--- src/rtl/pipeline_pkg.sv ---
// Shared pipeline definitions: ALU op encodings and the control bundle
// carried from ID through EX and MEM.
package pipeline_pkg;

  localparam int unsigned ALU_OP_W = 4;

  typedef enum logic [ALU_OP_W-1:0] {
    ALU_ADD = 4'd0,
    ALU_SUB = 4'd1,
    ALU_AND = 4'd2,
    ALU_OR  = 4'd3,
    ALU_XOR = 4'd4,
    ALU_NOR = 4'd5,
    ALU_SLT = 4'd6,
    ALU_SLL = 4'd7,
    ALU_SRL = 4'd8,
    ALU_SRA = 4'd9,
    ALU_LUI = 4'd10
  } alu_op_e;

  typedef struct packed {
    logic                reg_write;
    logic                mem_read;
    logic                mem_write;
    logic                mem_to_reg;
    logic                alu_src;
    logic                reg_dst;
    logic                branch;
    logic [ALU_OP_W-1:0] alu_op;
  } ctrl_t;

  localparam int unsigned CTRL_W = $bits(ctrl_t);

  // Control bits of a non-instruction must never have side effects.
  function automatic ctrl_t ctrl_gate(input ctrl_t c, input logic keep);
    return keep ? c : '0;
  endfunction

endpackage

--- src/rtl/load_use_detect.sv ---
// Combinational load-use hazard detector: a load in EX whose destination
// is read by the instruction in ID. Register 0 never hazards.
module load_use_detect #(
  parameter int unsigned REG_AW = 5
) (
  input  logic [REG_AW-1:0] ex_rt_i,
  input  logic              ex_mem_read_i,
  input  logic              ex_valid_i,
  input  logic [REG_AW-1:0] id_rs_i,
  input  logic [REG_AW-1:0] id_rt_i,
  input  logic              id_uses_rt_i,
  input  logic              id_valid_i,
  output logic              lu_o
);

  // Hazard when the loaded register matches any source the ID op reads.
  always_comb begin
    lu_o = ex_valid_i && ex_mem_read_i && (ex_rt_i != '0) && id_valid_i &&
           ((ex_rt_i == id_rs_i) || (id_uses_rt_i && (ex_rt_i == id_rt_i)));
  end

endmodule

--- src/rtl/id_ex_stage.sv ---
// ID/EX pipeline register with load-use stall, bubble insertion, branch
// flush and downstream hold. Optional macro ID_EX_STALL_CNT_EN adds a
// saturating count of load-use bubbles on stall_cnt_o.
module id_ex_stage
  import pipeline_pkg::*;
#(
  parameter int unsigned DATA_W = 32,
  parameter int unsigned REG_AW = 5
) (
  input  logic              clk_i,
  input  logic              rst_i,
  input  logic              id_valid_i,
  input  logic [REG_AW-1:0] id_rs_i,
  input  logic [REG_AW-1:0] id_rt_i,
  input  logic [REG_AW-1:0] id_rd_i,
  input  logic              id_uses_rt_i,
  input  logic [DATA_W-1:0] id_rs_data_i,
  input  logic [DATA_W-1:0] id_rt_data_i,
  input  logic [DATA_W-1:0] id_imm_i,
  input  logic              id_reg_write_i,
  input  logic              id_mem_read_i,
  input  logic              id_mem_write_i,
  input  logic              id_mem_to_reg_i,
  input  logic              id_alu_src_i,
  input  logic              id_reg_dst_i,
  input  logic              id_branch_i,
  input  logic [3:0]        id_alu_op_i,
  input  logic              flush_i,
  input  logic              hold_i,
  output logic              ex_valid_o,
  output logic [REG_AW-1:0] ex_rs_o,
  output logic [REG_AW-1:0] ex_rt_o,
  output logic [REG_AW-1:0] ex_rd_o,
  output logic              ex_uses_rt_o,
  output logic [DATA_W-1:0] ex_rs_data_o,
  output logic [DATA_W-1:0] ex_rt_data_o,
  output logic [DATA_W-1:0] ex_imm_o,
  output logic              ex_reg_write_o,
  output logic              ex_mem_read_o,
  output logic              ex_mem_write_o,
  output logic              ex_mem_to_reg_o,
  output logic              ex_alu_src_o,
  output logic              ex_reg_dst_o,
  output logic              ex_branch_o,
  output logic [3:0]        ex_alu_op_o,
  output logic              stall_o
`ifdef ID_EX_STALL_CNT_EN
  ,
  output logic [31:0]       stall_cnt_o
`endif
);

  logic              valid_d, valid_q;
  logic [REG_AW-1:0] rs_d, rs_q, rt_d, rt_q, rd_d, rd_q;
  logic              uses_rt_d, uses_rt_q;
  logic [DATA_W-1:0] rs_data_d, rs_data_q, rt_data_d, rt_data_q, imm_d, imm_q;
  ctrl_t             ctrl_d, ctrl_q, id_ctrl;
  logic              lu;

  load_use_detect #(.REG_AW(REG_AW)) u_lu (
    .ex_rt_i       (rt_q),
    .ex_mem_read_i (ctrl_q.mem_read),
    .ex_valid_i    (valid_q),
    .id_rs_i       (id_rs_i),
    .id_rt_i       (id_rt_i),
    .id_uses_rt_i  (id_uses_rt_i),
    .id_valid_i    (id_valid_i),
    .lu_o          (lu)
  );

  // Bundle the incoming control bits.
  always_comb begin
    id_ctrl            = '0;
    id_ctrl.reg_write  = id_reg_write_i;
    id_ctrl.mem_read   = id_mem_read_i;
    id_ctrl.mem_write  = id_mem_write_i;
    id_ctrl.mem_to_reg = id_mem_to_reg_i;
    id_ctrl.alu_src    = id_alu_src_i;
    id_ctrl.reg_dst    = id_reg_dst_i;
    id_ctrl.branch     = id_branch_i;
    id_ctrl.alu_op     = id_alu_op_i;
  end

  // Stall only when the pipe will actually advance into a bubble.
  always_comb begin
    stall_o = lu && !flush_i && !hold_i;
  end

  // Next-state select: flush bubble > hold > load-use bubble > capture.
  always_comb begin
    valid_d   = valid_q;
    rs_d      = rs_q;
    rt_d      = rt_q;
    rd_d      = rd_q;
    uses_rt_d = uses_rt_q;
    rs_data_d = rs_data_q;
    rt_data_d = rt_data_q;
    imm_d     = imm_q;
    ctrl_d    = ctrl_q;
    if (flush_i || (!hold_i && lu)) begin
      valid_d   = 1'b0;
      rs_d      = '0;
      rt_d      = '0;
      rd_d      = '0;
      uses_rt_d = 1'b0;
      rs_data_d = '0;
      rt_data_d = '0;
      imm_d     = '0;
      ctrl_d    = '0;
    end else if (!hold_i) begin
      valid_d   = id_valid_i;
      rs_d      = id_rs_i;
      rt_d      = id_rt_i;
      rd_d      = id_rd_i;
      uses_rt_d = id_uses_rt_i;
      rs_data_d = id_rs_data_i;
      rt_data_d = id_rt_data_i;
      imm_d     = id_imm_i;
      ctrl_d    = ctrl_gate(id_ctrl, id_valid_i);
    end
  end

  // Stage registers with synchronous reset.
  always_ff @(posedge clk_i) begin
    if (rst_i) begin
      valid_q   <= 1'b0;
      rs_q      <= '0;
      rt_q      <= '0;
      rd_q      <= '0;
      uses_rt_q <= 1'b0;
      rs_data_q <= '0;
      rt_data_q <= '0;
      imm_q     <= '0;
      ctrl_q    <= '0;
    end else begin
      valid_q   <= valid_d;
      rs_q      <= rs_d;
      rt_q      <= rt_d;
      rd_q      <= rd_d;
      uses_rt_q <= uses_rt_d;
      rs_data_q <= rs_data_d;
      rt_data_q <= rt_data_d;
      imm_q     <= imm_d;
      ctrl_q    <= ctrl_d;
    end
  end

  // Drive the EX-side outputs from the registered stage.
  always_comb begin
    ex_valid_o      = valid_q;
    ex_rs_o         = rs_q;
    ex_rt_o         = rt_q;
    ex_rd_o         = rd_q;
    ex_uses_rt_o    = uses_rt_q;
    ex_rs_data_o    = rs_data_q;
    ex_rt_data_o    = rt_data_q;
    ex_imm_o        = imm_q;
    ex_reg_write_o  = ctrl_q.reg_write;
    ex_mem_read_o   = ctrl_q.mem_read;
    ex_mem_write_o  = ctrl_q.mem_write;
    ex_mem_to_reg_o = ctrl_q.mem_to_reg;
    ex_alu_src_o    = ctrl_q.alu_src;
    ex_reg_dst_o    = ctrl_q.reg_dst;
    ex_branch_o     = ctrl_q.branch;
    ex_alu_op_o     = ctrl_q.alu_op;
  end

`ifdef ID_EX_STALL_CNT_EN
  logic [31:0] stall_cnt_d, stall_cnt_q;

  // stall_o high means this edge loads a load-use bubble; saturate at max.
  always_comb begin
    stall_cnt_d = stall_cnt_q;
    if (stall_o && (stall_cnt_q != '1)) begin
      stall_cnt_d = stall_cnt_q + 32'd1;
    end
  end

  // Bubble counter register.
  always_ff @(posedge clk_i) begin
    if (rst_i) begin
      stall_cnt_q <= '0;
    end else begin
      stall_cnt_q <= stall_cnt_d;
    end
  end

  // Expose the count.
  always_comb begin
    stall_cnt_o = stall_cnt_q;
  end
`endif

endmodule

--- config.mk ---
export PLATFORM = sky130hd
export DESIGN_NAME = id_ex_stage
export DESIGN_NICKNAME = d
export VERILOG_FILES = /design/src/rtl/pipeline_pkg.sv /design/src/rtl/load_use_detect.sv /design/src/rtl/id_ex_stage.sv
export SDC_FILE = /design/constraint.sdc
export NUM_CORES = 1
export LEC_CHECK = 0
export ABC_AREA = 1
export CORE_MARGIN = 2
export CORE_UTILIZATION = 29
export CTS_CLUSTER_DIAMETER = 80
export DETAILED_ROUTE_END_ITERATION = 6
export HOLD_SLACK_MARGIN = 0.05
export PLACE_DENSITY = 0.69
export SLEW_MARGIN = 20
export SYNTH_ARGS = -nofsm -noshare
export SYNTH_HDL_FRONTEND = slang
export SYNTH_SLANG_ARGS = --single-unit
--- constraint.sdc ---
create_clock -name clk_i -period 1.52 [get_ports clk_i]
set_input_delay 0.228 -clock clk_i [delete_from_list [all_inputs] [get_ports clk_i]]
set_output_delay 0.228 -clock clk_i [all_outputs]
set_load 0.02 [all_outputs]
---- Yosys cells after proc, flatten, opt, wreduce, memory -nomap -nowiden ----
Cells that the tools add are included.
word-level totals
  register bits after elaboration ......... 124
  word-level logic and storage cells ...... 33
  output and inout port bits .............. 125
  input port bits ......................... 128
operators by class
  reduce and logical (&&, ||, !) cells .... 14
  equal/unequal tests ..................... 2
  mux-type cells .......................... 1
operator list
  kind                count
  2-to-1 mux 11 bit   1
  == test 5 bit       2
  logical AND 1 bit   8
  nonzero test 5 bit  1
  logical NOT 1 bit   2
  logical OR 1 bit    2
  OR reduction 2 bit  1

---- Longest topological paths before layout ----
Gate-level depths: netlist of the first run.
  word-level depth ........................ 7
  depth in mapped cells ................... 11
  depth with buffers taken out ............ 9

---- By module ----
From an unflattened synthesis of the first run, not the netlist that was laid out.
second synthesis, totals
  cells, all modules ...................... 595
  area total of the unflattened synthesis .. 4760.8 µm²
modules (own cells, without submodules)
  module           area an instance (µm²)  cells an instance  instances  seq. area each (µm²)
  id_ex_stage      4539.4                  542                1          2482.4
  load_use_detect  221.5                   53                 1          0.0

---- Worst setup path before layout of the first run ----
OpenSTA, ideal clock, no wires.
  path type ............................... flip-flop to flip-flop
  from .................................... register rt_q[1], in the netlist ex_rt_o[1]
  to ...................................... register imm_q[29], in the netlist ex_imm_o[29]
  period minus slack after synthesis ...... 1478 ps
  buffers on the path ..................... 2
  required time ........................... 1404 ps
  library setup time ...................... 116 ps
  stages on the path, launching flop included .. 12
  slack ................................... 42 ps
  arrival time ............................ 1362 ps
  cells stage by stage .................... dfxtp_1 -> inv_1 -> nand2_1 -> nand2_1 -> nor2_1 -> nand3_1 -> nand2_1 -> nand2_1 -> nand2_2 -> buf_4 -> buf_4 -> nor2_1
on the way
  word-level cells in the longest chain between the ends .. 7
  elaborated cells on any way between the ends .. 11
  classes of those cells .................. 2 x eq/ne; 9 x reduce/logical
RTL lines
  element                                                RTL line                                      source
  start, declared                                        id_ex_stage.sv:54                             logic [REG_AW-1:0] rs_d, rs_q, rt_d, rt_q, rd_d, rd_q;
  start signal, assigned                                 id_ex_stage.sv:138                            rt_q <= rt_d;
  == test 5 bit or nonzero test 5 bit (tied branches)    load_use_detect.sv:19, load_use_detect.sv:18
  logical AND 1 bit, on equally long branches            load_use_detect.sv:19, load_use_detect.sv:18
  logical OR 1 bit or logical AND 1 bit (tied branches)  load_use_detect.sv:19, load_use_detect.sv:18
  logical AND 1 bit (*)                                  load_use_detect.sv:18                         lu_o = ex_valid_i && ex_mem_read_i && (ex_rt_i != '0) && id_valid_i &&
  logical AND 1 bit (*)                                  id_ex_stage.sv:100                            if (flush_i || (!hold_i && lu)) begin
  logical OR 1 bit (*)                                   id_ex_stage.sv:100
  OR reduction 2 bit (no line) (*)                       -
  end signal, assigned                                   id_ex_stage.sv:143                            imm_q <= imm_d;
  end, declared                                          id_ex_stage.sv:56                             logic [DATA_W-1:0] rs_data_d, rs_data_q, rt_data_d, rt_data_q, imm_d, imm_q;
Every way passes the cells marked *; elsewhere a longest branch is shown, timed or not.
A chain may end at the register's enable or synchronous reset.

---- Worst setup path in the final report of the first run ----
  from .................................... register rt_q[4], in the netlist ex_rt_o[4]
  to ...................................... output port stall_o
on the way
  word-level cells in the longest chain between the ends .. 6
  elaborated cells on any way between the ends .. 10
  classes of those cells .................. 2 x eq/ne; 8 x reduce/logical
RTL lines
  element                                                RTL line                                      source
  == test 5 bit or nonzero test 5 bit (tied branches)    load_use_detect.sv:19, load_use_detect.sv:18
  logical AND 1 bit, on equally long branches            load_use_detect.sv:19, load_use_detect.sv:18
  logical OR 1 bit or logical AND 1 bit (tied branches)  load_use_detect.sv:19, load_use_detect.sv:18
  logical AND 1 bit (*)                                  load_use_detect.sv:18
  logical AND 1 bit (*) (2 in a row)                     id_ex_stage.sv:86                             stall_o = lu && !flush_i && !hold_i;
  end, declared                                          id_ex_stage.sv:46                             output logic stall_o
Marked as above.

==> run_results.csv, run 1 <==
group,metric,value,unit
status,status,"finished, violations left",
status,violations,"negative setup slack",
timing,slew_viol_final,0,
timing,finalHoldViolCount,0,
clock_tree,cts_hold_buf,0,
power,p_seq_share,40.2,%
power,powerDensity,1040,nW/um^2
synth,yosysMostFrequentCell,"nor2_1",
synth,synth-edff-count,0,
global_routing,grt_pass1_wl,21000,microns
global_routing,grt_pass1_vias,4354,
power,switching_share,23.1,%
clock_tree,clock_latency,0.41,ns
placed_design,place_hpwl,10000,microns
clock_tree,clockBufferDepth,2,
power,p_comb_share,13.8,%
clock_tree,cts_buffers,17,
worst_setup_path,regToRegStartpoint,"ex_rt_o[4]",
synth,yosys-top-cells-count,"nor2_1 (142), dfxtp_1 (124), mux2i_1 (103)",
worst_setup_path,cp-end-kind,"output port",
timing,fin_skew,0.00720,ns
synth,ys_ff_latch,124,
power,power.leakage,4.02,nW
cells_and_area,fillers,1421,
power,p_int,0.00653,W
synth,syn_area_per_cell,9.67,sq um
cells_and_area,final_nets,877,
global_routing,grt_max_degree,80,
synth,synthTopCellsByArea,"dfxtp_1 (55%), mux2i_1 (23%), nor2_1 (12%), nand2_1 (2.3%), buf_2 (1.9%)",
worst_setup_path,critPathLaunchType,"register",
synth,yosysUniqueCellTypes,17,
worst_setup_path,cp_common_cell,"nand2_1",
worst_setup_path,startpoint,"ex_rt_o[4]",
worst_setup_path,cp_slowest_stage_delay,0.37,ns
worst_setup_path,crit_type,"reg -> out",
cells_and_area,syn_to_final_growth,79.0,%
worst_hold_path,hp-start,"hold_i",
clock_tree,cts_tree,"yes",
die,fp.dieH,129,microns
placed_design,globalplace.congestion,0.782,
clock_tree,cts.htree.levels,4,
synth,synth_cells,470,
timing,timing.final.crit_share,117,%
worst_setup_path,critPathRequiredTime,1.29,ns
drt,first_pass_iters,4,
synth,synth_top_area_share,54.6,%
synth,netlist_area,4540,sq um
worst_setup_path,slowest_stage,"dfxtp_4",
clock_tree,cts_root_buf,"clkbuf_16",
power,p_clk_share,46.0,%
timing,worst_slew_pin_slew,1.02,ns
synth,yosysTopAreaCell,"dfxtp_1",
die,die-area,16700,sq um
synth,seq_area_frac_synth,54.6,%
timing,setup_slack,-0.259,ns
worst_setup_path,cp.arrival,1.55,ns
drt,wirelength,15100,microns
die,start_util,29.8,%
synth,synth_flop_cell,"dfxtp_1",
global_routing,grt_overflow,0,
drt,wl_per_cell,15.5,microns
timing,min_period,1.78,ns
die,std_cell_rows,45,
timing,slew_headroom,31.7,%
synth,syn_nets,598,
drt,viasPerCell,4.44,
global_routing,grt.total_usage,16.0,%
cells_and_area,finalNonFillerCells,971,
drt,ant_nets,0,
die,die_w,129,microns
flow_run,timing.max_cap.violations,0,
worst_setup_path,critical_path.max_fanout,5,
timing,rsz0062_at_grt,"yes",
worst_hold_path,hp-class,"in -> reg",
synth,synth_warnings,0,
cells_and_area,fin_util,53.3,%
drt,vias,4313,
drt,drc,0,
placed_design,dpl.cell_count,927,
timing,tns,-14.32,ns
global_routing,antenna_found_initial,0,
timing,hold-worst-slack,0.338,ns
worst_setup_path,crit_chain,"inv_2, nand2_1, nand2_1, nor2_2, nand3_1, nand2_1, nand2_2, nor2_2, buf_6",
timing,fmax,562,MHz
clock_tree,path_clk_slew,0.05,ns
placed_design,dp_slack,-0.749,ns
cells_and_area,antenna_cells,0,
synth,synthArstFlopShare,0,%
power,irDropWorstVdd,648,uV
placed_design,port_buffers,252,
die,core,15300,sq um
die,boundaryPins,253,
power,switching_power,0.00196,W
clock_tree,numClockSinks,124,
timing,setup_viol,125,
drt,dr.first_iter.drc_count,97,
cells_and_area,drive_above_1_share,10.9,%
==> critical path, delay by kind of cell (launching register included) <==
family | cells | cell delay (ns)
buffers and inverters | 2 | 0.16
and+or+nand+nor | 7 | 0.62
DFF | 1 | 0.37
==> state kept, by name, indices dropped and copies added, names as in the netlist, 4 cells and up <==
name,flops
ex_alu_op_o,4
ex_imm_o,32
ex_rd_o,5
ex_rt_o,5
ex_rs_o,5
ex_rt_data_o,32
ex_rs_data_o,32
==> area by class of cell <==
cell class              count  area (sq um)  area share, %
inverters                  16          60.1          0.738
flip-flops and latches    124          2490           30.6
clock buffers              24           482           5.92
well taps                 211           264           3.25
clock inverters             6          87.6           1.08
multi-input cells         303          1910           23.5
repair buffers            287          2840           34.9
==> metal layers <==
layer | routed length, microns | part of all wire (%) | global-route usage, % | vias to the layer above
met1 | 6140 | 41 | 17.2 | 2033
met5 | 0 | 0 | 0 | -
li1 | - | - | - | 2101
met4 | 249 | 1.7 | 5.69 | 0
met2 | 7560 | 50 | 29.1 | 162
met3 | 1100 | 7.3 | 5.62 | 17
==> cell usage in the layout, fill, tap and decap left out, drive strengths merged <==
cell type	n
dlygate4sd2	122
dfxtp	124
a21oi	10
mux2i	103
nand4	2
buf	31
clkbuf	30
nand3	2
clkdlybuf4s15	2
bufinv	2
clkinv	1
clkdlybuf4s50	126
clkinvlp	3
nand2	31
a22oi	11
nor2	143
inv	16
xnor2	1
==> stage by stage <==
stage,power [W],instance area [sq um]
finish,0.00849,8130
floorplan,0.00398,4540
global placement,0.00462,7420
CTS,0.00848,7840
global route,0.00883,8130
detailed placement,0.00464,7420
==> cell families after synthesis <==
kind of cell	after synthesis	share of synthesized area (%)
XOR/XNOR	1	0.193
multiplexers	103	22.7
AND/OR/NAND/NOR	176	14.8
buffers and inverters	45	4.76
AO/OA/AOI/OAI	21	2.92
flip-flops	124	54.6
==> final timing paths <==
| path | endpoint | slack [ns] | cells after the start |
|---|---|---|---|
| worst min register to register | ex_imm_o[7] | 0.50 | 2 |
| worst max-delay path | stall_o | -0.26 | 9 |
| worst min-delay path | ex_valid_o | 0.34 | 5 |
| worst max register to register | ex_imm_o[19] | -0.13 | 11 |
==> power by group through the flow <==
stage | Combinational, W | Sequential (W) | Clock, W
6_report | 0.00117 | 0.00341 | 0.00391
5_1_grt | 0.00125 | 0.00342 | 0.00416
4_1_cts | 0.00109 | 0.00341 | 0.00398
3_5_place_dp | 0.00115 | 0.00348 | 0
3_3_place_gp | 0.00114 | 0.00348 | 0
2_1_floorplan | 0.000377 | 0.00360 | 0
==> repair_timing <==
| action | in CTS | in global routing |
|---|---|---|
| pin swaps | 0 | 8 |
| gates cloned | 0 | 10 |
| setup endpoints to repair | 242 | 125 |
| gates resized for setup | 138 | 14 |
| setup buffers | 0 | 4 |
Power figures use the tool's default switching activity.
==> inputs of run 2 (changes only) <==
==> constraint.sdc (replaced) <==
create_clock -name clk_i -period 1.7 [get_ports clk_i]
set_input_delay 0.255 -clock clk_i [delete_from_list [all_inputs] [get_ports clk_i]]
set_output_delay 0.255 -clock clk_i [all_outputs]
set_load 0.02 [all_outputs]
==> run 2 against run 1 <==
Net effect: the run still ends with negative setup slack left; total power shrank 9.8%; sequential share of layout area rose by 0.53 points; clock power fell by 8.4%; via count decreased by 4.4%; die area unchanged; flip-flop and latch count unchanged; first-iteration DRC count grew 24%; clock skew is 0.0013 ns lower; combinational power shrank 13%; register-to-register slack improved by 0.37 ns; hold slack better by 0.030 ns; non-clock buffer count decreased by 14; largest cell class unchanged; largest power group unchanged.
==> run_results.csv, run 2 (same netlist as run 1, synthesis figures left out) <==
group,metric,value,unit
status,status,"finished, violations left",
status,violations,"negative setup slack",
die,die_w,129,microns
die,core,15300,sq um
clock_tree,cts_tree,"yes",
global_routing,grt_pass1_wl,20400,microns
drt,ant_nets,0,
drt,wl_per_cell,13.9,microns
worst_setup_path,cp.depth,10,
timing,rsz0062_at_grt,"yes",
timing,timing.final.crit_share,105,%
timing,tns,-0.0911,ns
clock_tree,clock_latency,0.41,ns
placed_design,dpl.cell_count,925,
timing,finalHoldViolCount,0,
worst_setup_path,cp_slowest_stage_delay,0.48,ns
drt,first_pass_iters,4,
die,die-area,16700,sq um
power,p_comb_share,13.3,%
drt,drc,0,
timing,slew_viol_final,0,
cells_and_area,fin_util,52.4,%
worst_hold_path,hp-start,"hold_i",
clock_tree,numClockSinks,124,
power,p_int,0.00592,W
worst_setup_path,r2r_cells,10,
global_routing,antenna_found_initial,0,
drt,vias,4123,
power,switching_share,22.6,%
drt,wirelength,13200,microns
worst_setup_path,cp-end-kind,"output port",
flow_run,timing.max_cap.violations,0,
worst_setup_path,critPathRequiredTime,1.44,ns
global_routing,grt_overflow,0,
cells_and_area,seq_area,2490,sq um
drt,dr.first_iter.drc_count,120,
die,start_util,29.8,%
cells_and_area,drive_above_1_share,9.01,%
clock_tree,cts_buffers,17,
global_routing,grt_max_degree,80,
cells_and_area,mostFrequentLayoutCells,"clkdlybuf4s50_1 (244), nor2_1 (140), dfxtp_1 (119)",
global_routing,grt.total_usage,15.6,%
drt,viasPerCell,4.32,
placed_design,port_buffers,252,
cells_and_area,antenna_cells,0,
placed_design,dp_slack,-0.611,ns
power,powerDensity,957,nW/um^2
power,p_seq_share,39.9,%
timing,setup_slack,-0.0911,ns
timing,min_period,1.79,ns
worst_setup_path,critPathLaunchType,"input pin",
placed_design,globalplace.congestion,0.775,
worst_setup_path,cp_common_cell,"nand2_1",
worst_setup_path,regToRegStartpoint,"ex_rt_o[4]",
clock_tree,path_clk_slew,0.05,ns
clock_tree,cts.htree.levels,4,
worst_setup_path,critical_path.max_fanout,2,
cells_and_area,finalNonFillerCells,955,
power,p_clk_share,46.8,%
worst_setup_path,crit_type,"in -> out",
cells_and_area,syn_to_final_growth,76.0,%
worst_setup_path,crit_chain,"clkdlybuf4s50_1, inv_1, nand2_1, nand2_1, nor2_2, nand3_1, nand2_1, nand2_2, nor2_1, buf_4",
die,std_cell_rows,45,
worst_hold_path,hp-class,"in -> reg",
worst_setup_path,slowest_stage,"clkdlybuf4s50_1",
power,switching_power,0.00173,W
worst_setup_path,cp_top_family,"buffers and inverters",
power,irDropWorstVdd,598,uV
cells_and_area,multi_input_comb_area,1870,sq um
worst_setup_path,startpoint,"id_rs_i[4]",
placed_design,place_hpwl,9820,microns
timing,setup_viol,1,
clock_tree,cts_root_buf,"clkbuf_16",
cells_and_area,layout_commonest_cell,"clkdlybuf4s50_1",
worst_setup_path,worst-path-buf-inv,3,
timing,worst_slew_pin_slew,0.509,ns
timing,fin_skew,0.00593,ns
global_routing,grt_pass1_vias,4128,
worst_hold_path,hold_path_depth,5,
worst_setup_path,cp.arrival,1.54,ns
die,boundaryPins,253,
die,fp.dieH,129,microns
power,power.leakage,3.39,nW
timing,hold-worst-slack,0.369,ns
cells_and_area,final_nets,861,
clock_tree,clockBufferDepth,2,
cells_and_area,fillers,1371,
timing,fmax,558,MHz
timing,slew_headroom,66.1,%
run 2: cell count changes in the layout (fill, tap and decap cells not counted), moves of 2 or more:
cell,delta
clkbuf_1,-2
clkbuf_8,+2
buf_4,-3
clkbuf_16,-6
dlygate4sd2_1,-117
nand2_8,-2
buf_6,-2
clkdlybuf4s50_1,+118
run 2: cell type report:
type	instances	share of cell area, %
clock buffer	24	6.27
tap	211	3.30
inverter	16	0.751
timing repair buffer	273	34.1
sequential	124	31.2
clock inverter	6	1.06
multi-input combinational	301	23.3
run 2: stage by stage:
| stage | total power (W) | instance area [sq um] |
|---|---|---|
| 6_report | 0.00765 | 8000 |
| 5_1_grt | 0.00797 | 8000 |
| 4_1_cts | 0.00776 | 7980 |
| 3_5_place_dp | 0.00414 | 7390 |
| 3_3_place_gp | 0.00412 | 7390 |
| 2_1_floorplan | 0.00356 | 4540 |
run 2: path summary, 6_finish.rpt:
check	slack [ns]	to
hold reg to reg	0.50	ex_imm_o[7]
hold / removal	0.37	ex_valid_o
setup / recovery	-0.09	stall_o
setup reg to reg	0.24	ex_rt_data_o[7]
run 2: what timing repair did:
item	4_1_cts	5_1_grt
gates resized for setup	17	8
hold buffers	0	0
pin swaps	1	1
setup buffers	0	0
setup endpoints to repair	6	2
run 2: tightest hold or removal path: cells and delay by family:
| kind | cells | cell delay [ns] |
|---|---|---|
| AOI/OAI and AO/OA | 1 | 0.13 |
| buffers and inverters | 2 | 0.25 |
| and+or+nand+nor | 2 | 0.09 |
run 2: per-layer routing:
| layer | vias up | wire (microns) | global-route usage, % |
|---|---|---|---|
| met5 | - | 0 | 0 |
| met4 | 0 | 246 | 6.65 |
| met3 | 22 | 1230 | 6.61 |
| met2 | 157 | 6500 | 26.4 |
| met1 | 1882 | 5260 | 17.2 |
| li1 | 2062 | - | - |
run 2: power by group through the flow:
stage | Clock [W] | Sequential, W | Combinational [W]
after floorplan | 0 | 0.00322 | 0.000337
after global placement | 0 | 0.00311 | 0.00101
after detailed placement | 0 | 0.00311 | 0.00102
after CTS | 0.00368 | 0.00305 | 0.00103
after global routing | 0.00381 | 0.00306 | 0.00109
final | 0.00358 | 0.00305 | 0.00102
==> RTL edit 1 (config.mk and constraints of run 1) <==
The option `ID_EX_STALL_CNT_EN` is turned on by a define.
--- a/src/rtl/id_ex_stage.sv
+++ b/src/rtl/id_ex_stage.sv
@@ -2,4 +2,6 @@
 // flush and downstream hold. Optional macro ID_EX_STALL_CNT_EN adds a
 // saturating count of load-use bubbles on stall_cnt_o.
+`define ID_EX_STALL_CNT_EN
+
 module id_ex_stage
   import pipeline_pkg::*;
Check against the original RTL (old outputs only; new: stall_cnt_o): equivalent (Yosys induction, for registers that start in step).
==> RTL edit 1 against run 1 <==
Core utilization increased by 3.3 points; the run still ends with negative setup slack left; highest routed layer unchanged; final area increased by 53%; power increased by 19%; worst setup slack got worse by 0.032 ns; fmax decreased by 1.7%; sequential cell count increased by 32; wire length increased by 73%; synthesized area increased by 43%; combinational power increased by 21%; cell count increased by 60%.
==> RTL edit 1: results (changes against run 1) <==
Status
  – Status: complete, but fails checks
  – Failing checks: negative setup slack

Route
  – Via/cell ratio: 4.78 (+7.6%)
  – Drt total wl: 26.0 mm (+73%)
  – DR iter-0 viols: 255 (+160%)

GRT
  – Initial antenna violation count: 1 (+1)
  – Vias in the first global route: 7,048 (+62%)
  – Total track usage: 19.9% (+3.9 points)
  – Global-route wire length before repair: 37.0 mm (+76%)
  – Largest net degree at the start of global routing: 69 (-14%)

Worst setup path
  – Worst Path Arrival: 1.58 ns (+0.03 ns)
  – Crit Path Max Fanout: 4 (-1)
  – Reg-to-reg endpoint: stall_cnt_o[13]$_SDFFE_PP0P_
  – Kind of cell adding the most delay to the critical path: simple AND/OR/NAND/NOR gates
  – CP Launch Point: ex_rt_o[3]$_SDFFE_PP0N_
  – Reg2reg setup slack: -0.28 ns (-0.15 ns)
  – Worst r2r src: ex_rt_o[3]$_SDFFE_PP0N_
  – R2R depth: 13 (+2)

STA
  – Slew HR: 43.8% (+12 points)
  – Worst setup margin: -0.291 ns (-0.0315 ns)
  – Clock Skew: 0.0142 ns (+0.00702 ns)
  – Endpoints failing setup: 156 (+25%)

Synthesis
  – Main area contributors after synthesis: dfxtp_1 48%, nand2_1 21%, a21oi_1 10%, nor2_1 4.2%, xor2_1 2.3%
  – Count of cell types in the netlist: 29 (+12)
  – Xor and xnor area share after synthesis: 3.36% (+3.2 points)
  – Top post-synthesis cells by count: 358 x nand2_1, 156 x dfxtp_1, 135 x a21oi_1, 73 x nor2_1, 29 x clkbuf_1
  – Synthesized Nets: 1,022 (+71%)
  – Synth Area in Compound Gates: 13.1% (+10 points)
  – Post-synthesis mux area share: 0% (-23 points)
  – Sequential area share after synthesis: 47.9% (-6.7 points)
  – Cells after Synth: 893 (+90%)

Place
  – PortBufs: 284 (+13%)
  – RD Place Congestion: 0.934 (+19%)

Finish
  – # nets final: 1,393 (+59%)
  – Final Non-Filler Cells: 1,558 (+60%)

CTS
  – Clock slew at reported path FFs: 0.08 ns (+0.03 ns)
  – Post-CTS setup buffers: 14 (+14)
  – Post-cts sizing count: 140 (+1.4%)
  – Clk Latency, worst-skew pair: 0.43 ns (+0.02 ns)

Power
  – VDD IR max: 759 uV (+17%)
  – Static Leak: 0.00627 uW (+56%)
RTL edit 1: changes by cell type in the layout (fill, tap and decap cells not counted), moves of 25 or more:
| cell | change |
|---|---|
| mux2i_1 | -103 |
| dlymetal6s2s_1 | +70 |
| nand2_1 | +304 |
| nand2_2 | +25 |
| dlygate4sd2_1 | -47 |
| buf_4 | +50 |
| a21oi_2 | +124 |
| nor2_1 | -89 |
RTL edit 1: layout make-up:
cell class                 count  area share [%]
inverter                      25           0.806
antenna                        1          0.0201
tap                          280            2.82
clock inverter                14            1.37
timing repair buffer         401            35.2
sequential                   156            25.4
multi-input combinational    663            31.0
clock buffer                  18            3.45
RTL edit 1: through the flow:
step | hold WS [ns] | setup slack, ns | utilization [%] | instance area [um2] | TNS, ns
CTS | 0.328 | -0.290 | 51.3 | 11300 | -37.71
global placement | 0.445 | -0.762 | 46.3 | 10200 | -84.33
global route | 0.346 | -0.421 | 56.6 | 12400 | -41.72
finish | 0.352 | -0.291 | 56.6 | 12400 | -22.64
floorplan | 0.372 | -0.00597 | - | 6570 | -0.0502
detailed placement | 0.454 | -0.778 | 46.3 | 10200 | -88.75
RTL edit 1: worst min-delay path by stage:
stage,start,to,slack (ns),cells after the start
6_report,id_imm_i[25],ex_imm_o[25]$_SDFFE_PP0N_,0.35,3
5_1_grt,id_imm_i[1],ex_imm_o[1]$_SDFFE_PP0N_,0.35,3
4_1_cts,id_rs_data_i[1],ex_rs_data_o[1]$_SDFFE_PP0N_,0.33,3
3_5_place_dp,ex_rs_data_o[17]$_SDFFE_PP0N_,ex_rs_data_o[17]$_SDFFE_PP0N_,0.45,2
3_3_place_gp,ex_rs_data_o[17]$_SDFFE_PP0N_,ex_rs_data_o[17]$_SDFFE_PP0N_,0.44,2
2_1_floorplan,id_imm_i[30],ex_imm_o[30]$_SDFFE_PP0N_,0.37,2
RTL edit 1: cell families after synthesis:
group,Yosys count
xor gates and xnor gates,25
adders and majority gates,1
DFF,156
and+or+nand+nor,479
AOI/OAI and AO/OA,157
buffers and inverters,75
RTL edit 1: report_power, final:
group	switching, uW	internal, uW	leakage, uW
sequential	53.3	4180	0.00128
combinational	688	721	0.00471
clock	1950	2490	0.000289
total	2690	7390	0.00627
RTL edit 1: routing by layer:
layer	vias up	global-route usage, %	wire [um]
met3	44	6.62	2050
met2	272	34.4	13200
li1	3604	-	-
met5	-	0	0
met1	3526	22.8	10100
met4	0	7.65	609
RTL edit 1: worst register-to-register path: stages, from the launching register on:
cell,delay (ns)
dfxtp_4,0.39
inv_4,0.05
nand2_1,0.06
nand2_2,0.06
nor2_4,0.14
nand3_2,0.08
nand2_2,0.08
nand3_2,0.10
buf_6,0.13
nor2_4,0.16
buf_12,0.15
clkbuf_16,0.15
nand2_1,0.05
a21oi_1,0.13
==> RTL edit 2 (settings of run 1) <==
Made on the original files. `rs_q`, `rt_q`, `rd_q`, `rs_data_q`, `rt_data_q` and `imm_q` no longer have a reset.
--- a/src/rtl/id_ex_stage.sv
+++ b/src/rtl/id_ex_stage.sv
@@ -125,23 +125,20 @@
     if (rst_i) begin
       valid_q   <= 1'b0;
-      rs_q      <= '0;
-      rt_q      <= '0;
-      rd_q      <= '0;
       uses_rt_q <= 1'b0;
-      rs_data_q <= '0;
-      rt_data_q <= '0;
-      imm_q     <= '0;
       ctrl_q    <= '0;
     end else begin
       valid_q   <= valid_d;
-      rs_q      <= rs_d;
-      rt_q      <= rt_d;
-      rd_q      <= rd_d;
       uses_rt_q <= uses_rt_d;
-      rs_data_q <= rs_data_d;
-      rt_data_q <= rt_data_d;
-      imm_q     <= imm_d;
       ctrl_q    <= ctrl_d;
     end
+  end
+
+  always_ff @(posedge clk_i) begin
+    rs_q      <= rs_d;
+    rt_q      <= rt_d;
+    rd_q      <= rd_d;
+    rs_data_q <= rs_data_d;
+    rt_data_q <= rt_data_d;
+    imm_q     <= imm_d;
   end
 
Behaviour: not the same (a bounded check fails within 4 cycles, from zero or initial values; the reset may be asserted at any time).
==> RTL edit 2 against run 1 <==
The run still ends with negative setup slack left; power rose by 2.3%; worst setup slack better by 0.047 ns; sequential share of layout area increased by 0.36 points; via count fell by 0.97%; final area down 0.80%; global-route usage increased by 0.29 points; clock skew is 0.0010 ns lower; synthesized area rose by 1.2%; sequential cell count is the same; wire length shrank 2.1%; critical endpoint unchanged; largest cell class unchanged; largest power group unchanged.
==> RTL edit 2: results (changes against run 1) <==
STA
  – Endpoints failing setup: 91 (-27%)
  – Setup_tns: -1.65 ns (+12.67 ns)
  – Worst setup margin: -0.212 ns (+0.0470 ns)

Synthesis
  – Post-synthesis mux area share: 22.4% (-0.26 points)
  – Count of cell types in the netlist: 15 (-2)
  – Synthesized Nets: 600 (+0.33%)
  – Avg Cell Area, Syn: 9.74 um2 (+0.73%)

Worst setup path
  – Worst Path Arrival: 1.50 ns (-0.05 ns)
  – Crit Path Max Fanout: 6 (+1)
  – Worst r2r src: ex_rt_o[1]$_SDFFE_PP0N_
  – CP Launch Point: ex_rt_o[0]$_SDFFE_PP0N_

GRT
  – Global-route wire length before repair: 21.3 mm (+1.4%)
  – Vias in the first global route: 4,274 (-1.8%)
  – Largest net degree at the start of global routing: 74 (-7.5%)
  – GR Util met2: 27.5% (-1.6 points)

Route
  – Routed len/inst: 15.2 um (-1.9%)
  – WL met2: 7.25 mm (-4.2%)

Power
  – Overall power: 8680 uW (+2.3%)
  – Comb pwr share: 16.4% (+2.6 points)
  – Internal Power: 6520 uW (about the same)
  – Static Leak: 0.00398 uW (-1.0%)

Status
  – Failing checks: negative setup slack
  – Status: complete, but fails checks

Finish
  – Share of post-route cells with drive strength above 1: 10.2% (-0.70 points)
  – # nets final: 871 (-0.68%)
==> RTL edit 2: cell count changes after synthesis <==
cell / before / now
buf_2: 17 / 15
nand3_1: 2 / 3
nand2_2: 1 / 0
buf_4: 7 / 0
buf_6: 0 / 10
buf_1: 1 / 0
nand2_1: 28 / 29
nor2_1: 142 / 141
inv_2: 3 / 5
==> RTL edit 2: cells by family (layout without fill, tap and decap cells) <==
kind of cell / Yosys count / count (layout)
xor gates and xnor gates: 1 / 1
DFF: 124 / 124
buffers and inverters: 47 / 327
muxes: 103 / 103
and+or+nand+nor: 176 / 177
AOI/OAI and AO/OA: 21 / 21
==> RTL edit 2: stage by stage <==
step	hold slack, ns	instance area [um2]
finish	0.335	8070
global route	0.375	8070
CTS	0.314	7900
detailed placement	0.489	7420
global placement	0.484	7420
floorplan	0.387	4600
==> RTL edit 2: final cells by class <==
cell class / instances / area [um2] / share of cell area (%)
inverters: 18 / 70.1 / 0.868
repair buffers: 280 / 2780 / 34.5
multi-input cells: 302 / 1900 / 23.6
clock inverters: 7 / 67.6 / 0.837
flip-flops and latches: 124 / 2500 / 31.0
well taps: 216 / 270 / 3.35
clock buffers: 22 / 474 / 5.88
==> RTL edit 2: path summary, 6_finish.rpt <==
path | end | slack, ns | depth (start not counted)
worst max-delay path | stall_o | -0.21 | 9
worst min-delay path | ex_valid_o$_SDFFE_PP0N_ | 0.33 | 5
worst max register to register | ex_imm_o[5]$_SDFFE_PP0N_ | -0.04 | 10
worst min register to register | ex_rs_o[1]$_SDFFE_PP0N_ | 0.49 | 2
==> RTL edit 2: timing repair <==
action | in CTS | in global routing
setup endpoints to repair | 236 | 123
gates cloned | 2 | 6
gates resized for setup | 144 | 14
setup buffers | 0 | 1
hold buffers | 0 | 0
pin swaps | 0 | 8
